--- config.mk ---
export PLATFORM = sky130hd
export DESIGN_NAME = command_encoder
export DESIGN_NICKNAME = d
export VERILOG_FILES = /design/src/rtl/command_encoder.sv
export SDC_FILE = /design/constraint.sdc
export NUM_CORES = 1
export LEC_CHECK = 0
export ABC_AREA = 1
export BUFFER_PORTS_ARGS = -buffer_cell sky130_fd_sc_hd__buf_2
export CAP_MARGIN = 20
export CORE_AREA = 4 4 124 138
export DETAILED_ROUTE_END_ITERATION = 6
export DIE_AREA = 0 0 128 142
export PLACE_DENSITY = 0.63
export SKIP_LAST_GASP = 1
export SLEW_MARGIN = 20
export SYNTH_ARGS = -nofsm -noshare
export SYNTH_HDL_FRONTEND = slang
export SYNTH_SLANG_ARGS = --single-unit
--- constraint.sdc ---
create_clock -name clock -period 2.6 [get_ports clock]
set_input_delay 0.13 -clock clock [delete_from_list [all_inputs] [get_ports clock]]
set_output_delay 0.13 -clock clock [all_outputs]
set_load 0.005 [all_outputs]
--- src/rtl/command_encoder.sv ---
// Command encoder: queues {opcode, command} entries and serialises each one as a 1-byte (short)
// or 5-byte (long) frame to a UART transmitter over a trans_en / tx_busy handshake.
module command_encoder #(
    parameter int unsigned DEPTH = 2
) (
    input  logic        clock,
    input  logic        reset,
    input  logic        cmd_valid,
    output logic        cmd_ready,
    input  logic [7:0]  opcode,
    input  logic [31:0] command,
    output logic [7:0]  byte_out,
    output logic        trans_en,
    input  logic        tx_busy,
    output logic        frame_done,
    output logic        busy
);
    localparam int unsigned AW = (DEPTH > 1) ? $clog2(DEPTH) : 1;
    localparam logic [AW:0] FullCount = (AW+1)'(DEPTH);

    typedef enum logic [1:0] {StIdle, StSend, StWaitBusy, StWaitDone} state_e;

    state_e          state_q, state_d;
    logic [39:0]     mem_q [DEPTH];
    logic [AW-1:0]   wr_ptr_q, rd_ptr_q;
    logic [AW:0]     count_q, count_d;
    logic [31:0]     frame_q, frame_d;
    logic [2:0]      left_q, left_d;
    logic [7:0]      byte_q, byte_d;
    logic [39:0]     head;
    logic            push, pop;

    assign cmd_ready = (count_q != FullCount);
    assign push      = cmd_valid && cmd_ready;
    assign pop       = (state_q == StIdle) && (count_q != '0) && !tx_busy;
    assign head      = mem_q[rd_ptr_q];
    assign byte_out  = byte_q;
    assign busy      = (state_q != StIdle) || (count_q != '0);

    always_ff @(posedge clock) begin
        if (push) begin
            mem_q[wr_ptr_q] <= {command, opcode};
        end
    end

    always_comb begin
        count_d = count_q;
        unique case ({push, pop})
            2'b10:   count_d = count_q + (AW+1)'(1);
            2'b01:   count_d = count_q - (AW+1)'(1);
            default: count_d = count_q;
        endcase
    end

    // frame_q holds the not-yet-sent argument bytes, least significant first.
    always_comb begin
        state_d    = state_q;
        frame_d    = frame_q;
        left_d     = left_q;
        byte_d     = byte_q;
        trans_en   = 1'b0;
        frame_done = 1'b0;
        unique case (state_q)
            StIdle: begin
                if (pop) begin
                    frame_d = head[39:8];
                    left_d  = head[7] ? 3'd5 : 3'd1;
                    byte_d  = head[7:0];
                    state_d = StSend;
                end
            end
            StSend: begin
                trans_en = 1'b1;
                state_d  = StWaitBusy;
            end
            StWaitBusy: begin
                if (tx_busy) begin
                    state_d = StWaitDone;
                end
            end
            StWaitDone: begin
                if (!tx_busy) begin
                    left_d = left_q - 3'd1;
                    if (left_q != 3'd1) begin
                        byte_d  = frame_q[7:0];
                        frame_d = {8'h00, frame_q[31:8]};
                        state_d = StSend;
                    end else begin
                        frame_done = 1'b1;
                        state_d    = StIdle;
                    end
                end
            end
            default: state_d = StIdle;
        endcase
    end

    always_ff @(posedge clock or posedge reset) begin
        if (reset) begin
            state_q  <= StIdle;
            wr_ptr_q <= '0;
            rd_ptr_q <= '0;
            count_q  <= '0;
            frame_q  <= '0;
            left_q   <= '0;
            byte_q   <= '0;
        end else begin
            state_q <= state_d;
            count_q <= count_d;
            frame_q <= frame_d;
            left_q  <= left_d;
            byte_q  <= byte_d;
            if (push) begin
                wr_ptr_q <= wr_ptr_q + AW'(1);
            end
            if (pop) begin
                rd_ptr_q <= rd_ptr_q + AW'(1);
            end
        end
    end

endmodule
After elaboration in Yosys (flattened, before gate mapping)
Memory sizes are Yosys's and may differ from the RTL's.
Cells that the tools add are included.
- input bits: 44
- memories kept: 1
- bits in registers: 49
- logic and storage cells: 61
- RAM bits: 80
- output and inout port bits: 12
- memories (memory ; depth ; bits a word ; read ports ; clocked after Yosys merged registers in ; write ports ; line ; RTL):
    mem_q ; 2 ; 40 ; 1 ; 0 ; 1 ; 24 ; logic [39:0] mem_q [DEPTH];
- reductions and logical operators: 13
- multiplexer cells: 24
- equality and inequality tests: 11
- add/sub/neg operators: 5
- operators with widths (operator ; count):
    two-way mux 32 bit ; 3
    one-hot mux 32 bit (2 select lines) ; 1
    two-way mux 8 bit ; 3
    one-hot mux 8 bit (2 select lines) ; 1
    inequality test 2 bit, second input constant ; 5
    two-way mux 3 bit ; 3
    one-hot mux 2 bit (4 select lines) ; 1
    nonzero test 2 bit ; 4
    two-way mux 1 bit ; 7
    == test 2 bit, second input constant ; 3
    two-way mux 2 bit ; 3
    one-hot mux 3 bit (2 select lines) ; 1
    AND reduction 3 bit ; 2
    == test 2 x 1 -> 1 bit, second input constant ; 2
    one-hot mux 2 bit (2 select lines) ; 1
    AND reduction 4 bit ; 1
    logical AND 1 bit ; 3
    inequality test 3 x 1 -> 1 bit, second input constant ; 1
    subtractor 3 x 1 -> 3 bit, second input constant ; 1
    adder 1 bit, second input constant ; 2
    adder 2 x 1 -> 2 bit, second input constant ; 1
    logical NOT 2 bit ; 1
    subtractor 2 x 1 -> 2 bit, second input constant ; 1
    logical NOT 1 bit ; 1
    logical OR 1 bit ; 1

Longest topological paths before layout
- depth in word-level cells: 5
- gate-level depth with buffers: 9
- gate-level depth less buffers: 8

Least setup slack after synthesis
Ideal clock, no wire load.
- path type: register to register
- from: reg count_q[0]
- to: mem mem_q[1][0], enable pin
- library setup time: 0.439 ns
- arrival time: 2.342 ns
- stages on the path, launching flop included: 5
- required time: 2.161 ns
- period minus slack after synthesis: 2.780 ns
- path buffers: 0
- path slack: -0.180 ns
- path through: dfrtp_1 > inv_1 > nand2_1 > nand2_1 > nor2_1
- longest elaborated chain between the ends: 4
- ends and longest elaborated chain (element ; line ; RTL):
    start, declared ; 26 ; logic [AW:0] count_q, count_d;
    start signal, assigned ; 109 ; count_q <= count_d;
    inequality test 2 bit ; 33 ; assign cmd_ready = (count_q != FullCount);
    via cmd_ready ; 9 ; output logic cmd_ready,
    logical AND 1 bit ; 34 ; assign push = cmd_valid && cmd_ready;
    two-way mux 1 bit ; 41 ; if (push) begin
    two-way mux 1 bit (not written as such) ; 42 ; mem_q[wr_ptr_q] <= {command, opcode};
    end, declared ; 24 ;
The timed path passes the listed nets, and every way through them passes these cells.

Worst setup path after layout
- from: reg state_q[0]
- to: reg frame_q[2]
- longest elaborated chain between the ends: 5
- elaborated cells on any way between the ends: 10
- those cells by class: 4 x eq/ne; 1 x mux; 5 x reduce/logical
- ends and longest elaborated chain (element ; line ; RTL):
    start, declared ; 23 ; state_e state_q, state_d;
    start signal, assigned ; 100 ; state_q <= StIdle;
    start signal, assigned ; 108 ; state_q <= state_d;
    logical NOT 2 bit ; 35, 63 ;
    logical AND 1 bit (2 in a row) ; 35 ; assign pop = (state_q == StIdle) && (count_q != '0) && !tx_busy;
    inequality test 2 bit (no source line) ; -- ;
    AND reduction 4 bit (no source line) ; -- ;
    end signal, assigned ; 110 ; frame_q <= frame_d;
    end, declared ; 27 ; logic [31:0] frame_q, frame_d;
Several ways; a longest one is shown, not always the timed one.
A chain may end at the register's enable or synchronous reset.

==> impl_metrics.csv <==
group,metric,value,unit
run,maxCapViolations,0,
layout,fin_area,0.00709,sq mm
worst_setup_path,critPathLaunchType,"flip-flop",
synth,synth_top_cell_area_share,42.9,%
layout,layoutNonFillerInstCount,914,
clock_tree,htreeDepth,4,
sta,worst_pin_slew,0.691,ns
global_routing,grt_overflow,0,
synth,syn_nets,650,
worst_setup_path,crit_slowest_cell,"dfrtp_1",
global_routing,grt_max_degree,41,
layout,drive_gt1_share,13.6,%
worst_setup_path,r2r_slack,0.69,ns
synth,ys_top_cells_by_count,"nand2_1, inv_1, edfxtp_1, dfrtp_1, nand3_1",
placed_design,place_area,0.00612,sq mm
synth,seq_area_frac_synth,64.8,%
synth,yosysWarnings,0,
sta,fmax,0.524,GHz
synth,synth_most_common_cell,"nand2_1",
clock_tree,cts-resized-gates,0,
sta,rsz0062_at_grt,"no",
clock_tree,root_buffer,"clkbuf_16",
min_path,min_path_cells,3,
worst_setup_path,required,2.94,ns
sta,setup_viol,0,
placed_design,gp_congestion,0.743,
synth,async_flop_share,38.0,%
clock_tree,cts_tree,"built",
worst_setup_path,crit_chain,"ha_1, buf_4, nand3_1, nand2_1, nor2_4, buf_12, nand2_1, nand2_1",
global_routing,antenna_found_initial,0,
sta,final_max_slew_viol_count,0,
layout,layout.nets,753,
sta,relSlewSlack,53.9,%
sta,fin_crit,1.91,ns
worst_setup_path,reg2reg_from,"state_q[0]",
outcome,status,"complete, no violations",
layout,area.growth.synth_to_final,26.7,%
min_path,hp-start,"cmd_valid",
global_routing,grt_pass1_vias,3931,
detailed_routing,vias,4052,
synth,yosys-top-cells-area,"edfxtp_1, dfrtp_1, nand2_1",
global_routing,grt_usage,13.5,%
detailed_routing,ant_nets,0,
synth,avgSynthCellArea,9.36,sq um
floorplanning,core,0.0156,sq mm
detailed_routing,drc,0,
placed_design,hpwl,7480,microns
placed_design,placed_cells,841,
sta,final_hold_viol_count,0,
detailed_routing,dr.pass1.iters,4,
sta,fin_worst_skew,0.00765,ns
synth,syn_area,0.00560,sq mm
placed_design,port_buffers,55,
synth,yosysTopAreaCell,"edfxtp_1",
worst_setup_path,critical_path_class,"flip-flop to flip-flop",
detailed_routing,first_iter_violations,273,
global_routing,grt_pass1_wl,19200,microns
power_and_ir_drop,ir_worst_vdd,569,uV
power_and_ir_drop,power_density,1200,mW/mm^2
clock_tree,clock_sinks,129,
layout,fill_cells,1468,
worst_setup_path,crit_path_end_kind,"flip-flop",
floorplanning,die-height,142,microns
worst_setup_path,r2r-end,"frame_q[2]",
detailed_routing,wire_per_inst,12.8,microns
sta,finalCritPeriodShare,73.4,%
sta,setup_tns,0,ns
worst_setup_path,r2r_cells,8,
worst_setup_path,crit_fanout,26,
synth,synthCells,598,
floorplanning,die_w,128,microns
synth,synth_top_flop_cell,"edfxtp_1",
detailed_routing,vias_per_cell,4.43,
min_path,worstHoldEndpoint,"wr_ptr_q",
clock_tree,clk_pin_slew,0.05,ns
worst_setup_path,slowest_delay,0.42,ns
synth,ys_types,19,
detailed_routing,routed_wl,11700,microns
clock_tree,insertion_delay,0.40,ns
floorplanning,io_pins,56,
clock_tree,cts_buffer_depth,2,
clock_tree,numCtsBuffers,17,
min_path,min_path_type,"input port to flip-flop",
synth,synth-seq-cells,129,
floorplanning,start_util,35.8,%
worst_setup_path,cpMostUsedCell,"nand2_1",
worst_setup_path,worstPathArrival,2.25,ns
power_and_ir_drop,p_leak,3.46,nW
layout,diodes,0,
floorplanning,fp-row-count,48,
synth,synth-edff-count,80,
floorplanning,die_area,0.0182,sq mm
## worst max path at each step
stage / from / to
6_report: state_q[0] / frame_q[2]
2_1_floorplan: count_q[0] / mem_q[1][0]
3_3_place_gp: state_q[0] / frame_q[1]
5_1_grt: state_q[0] / frame_q[7]
4_1_cts: state_q[0] / frame_q[2]
3_5_place_dp: state_q[0] / frame_q[20]
## area by class of cell
class | instances | area (sq um) | share of cell area, %
clock inverters | 8 | 90.1 | 1.27
inverters | 82 | 308 | 4.34
flip-flops and latches | 129 | 3630 | 51.2
repair buffers | 108 | 801 | 11.3
multi-input cells | 363 | 1540 | 21.7
well taps | 200 | 250 | 3.53
clock buffers | 24 | 473 | 6.67
## flip-flops by register name, summed over array words and instances, names as in the netlist
signal / count
wr_ptr_q: 1
mem_q: 80
frame_q: 32
left_q: 3
state_q: 2
count_q: 2
rd_ptr_q: 1
byte_out: 8
## critical path, delay by kind of cell, from the launching register on
family                     cells  cell delay [ns]
and+or+nand+nor                5             0.75
adders and majority gates      1             0.25
buffers and inverters          2             0.42
DFF                            1             0.42
## kinds of logic (layout without fill, tap and decap cells)
family	after synthesis	in the layout	share of synthesized area [%]
flops	129	129	64.8
fa+ha+maj	8	8	1.79
xor+xnor	3	3	0.470
compound gates	13	13	1.16
simple gates	339	339	23.9
buf+inv	106	222	7.89
## what timing repair did
item,in CTS,in global routing
hold endpoints to repair,104,0
hold buffers,41,0
buffers inserted,0,0
## where the power goes
group	total (mW)	switching, mW	internal, mW
Combinational	2.95	1.92	1.04
Clock	2.26	0.803	1.46
Sequential	3.29	0.344	2.95
Total	8.50	3.06	5.44
## routing by layer
metal  wire length (microns)  vias up  global-route usage (%)
met3                     540       18                    3.30
met2                    5560       90                    21.9
met1                    5400     1892                    17.7
met5                       0        -                       0
li1                        -     2052                       -
met4                     176        0                    4.75
## metrics by stage
step	total power, mW	hold WS (ns)	util [%]	setup WS (ns)
CTS	8.62	0.0170	45.4	0.670
global placement	6.23	0.233	39.2	0.760
detailed placement	6.27	0.219	39.2	0.707
finish	8.50	0.0210	45.4	0.692
global route	9.17	0.0435	45.4	0.517
floorplan	5.42	0.229	-	0.479
## cells in the final DEF, fill, tap and decap left out
cell type and n:
o21ai_0 10, inv_1 81, o21ai_1 1, clkinv_2 3, inv_2 1, clkinv_1 2
edfxtp_1 80, dlygate4sd3_1 41, nand2_2 1, clkbuf_16 18, buf_4 10, dfrtp_1 49
a21oi_1 2, or2_2 1, buf_12 2, buf_2 55, xnor2_1 2, nor2_4 3
xor2_1 1, nand3_1 40, ha_1 8, clkinvlp_4 1, clkbuf_1 6, nand2_1 272
nor2_1 22, bufinv_16 2
No activity file was read; power rests on OpenSTA's default activity.
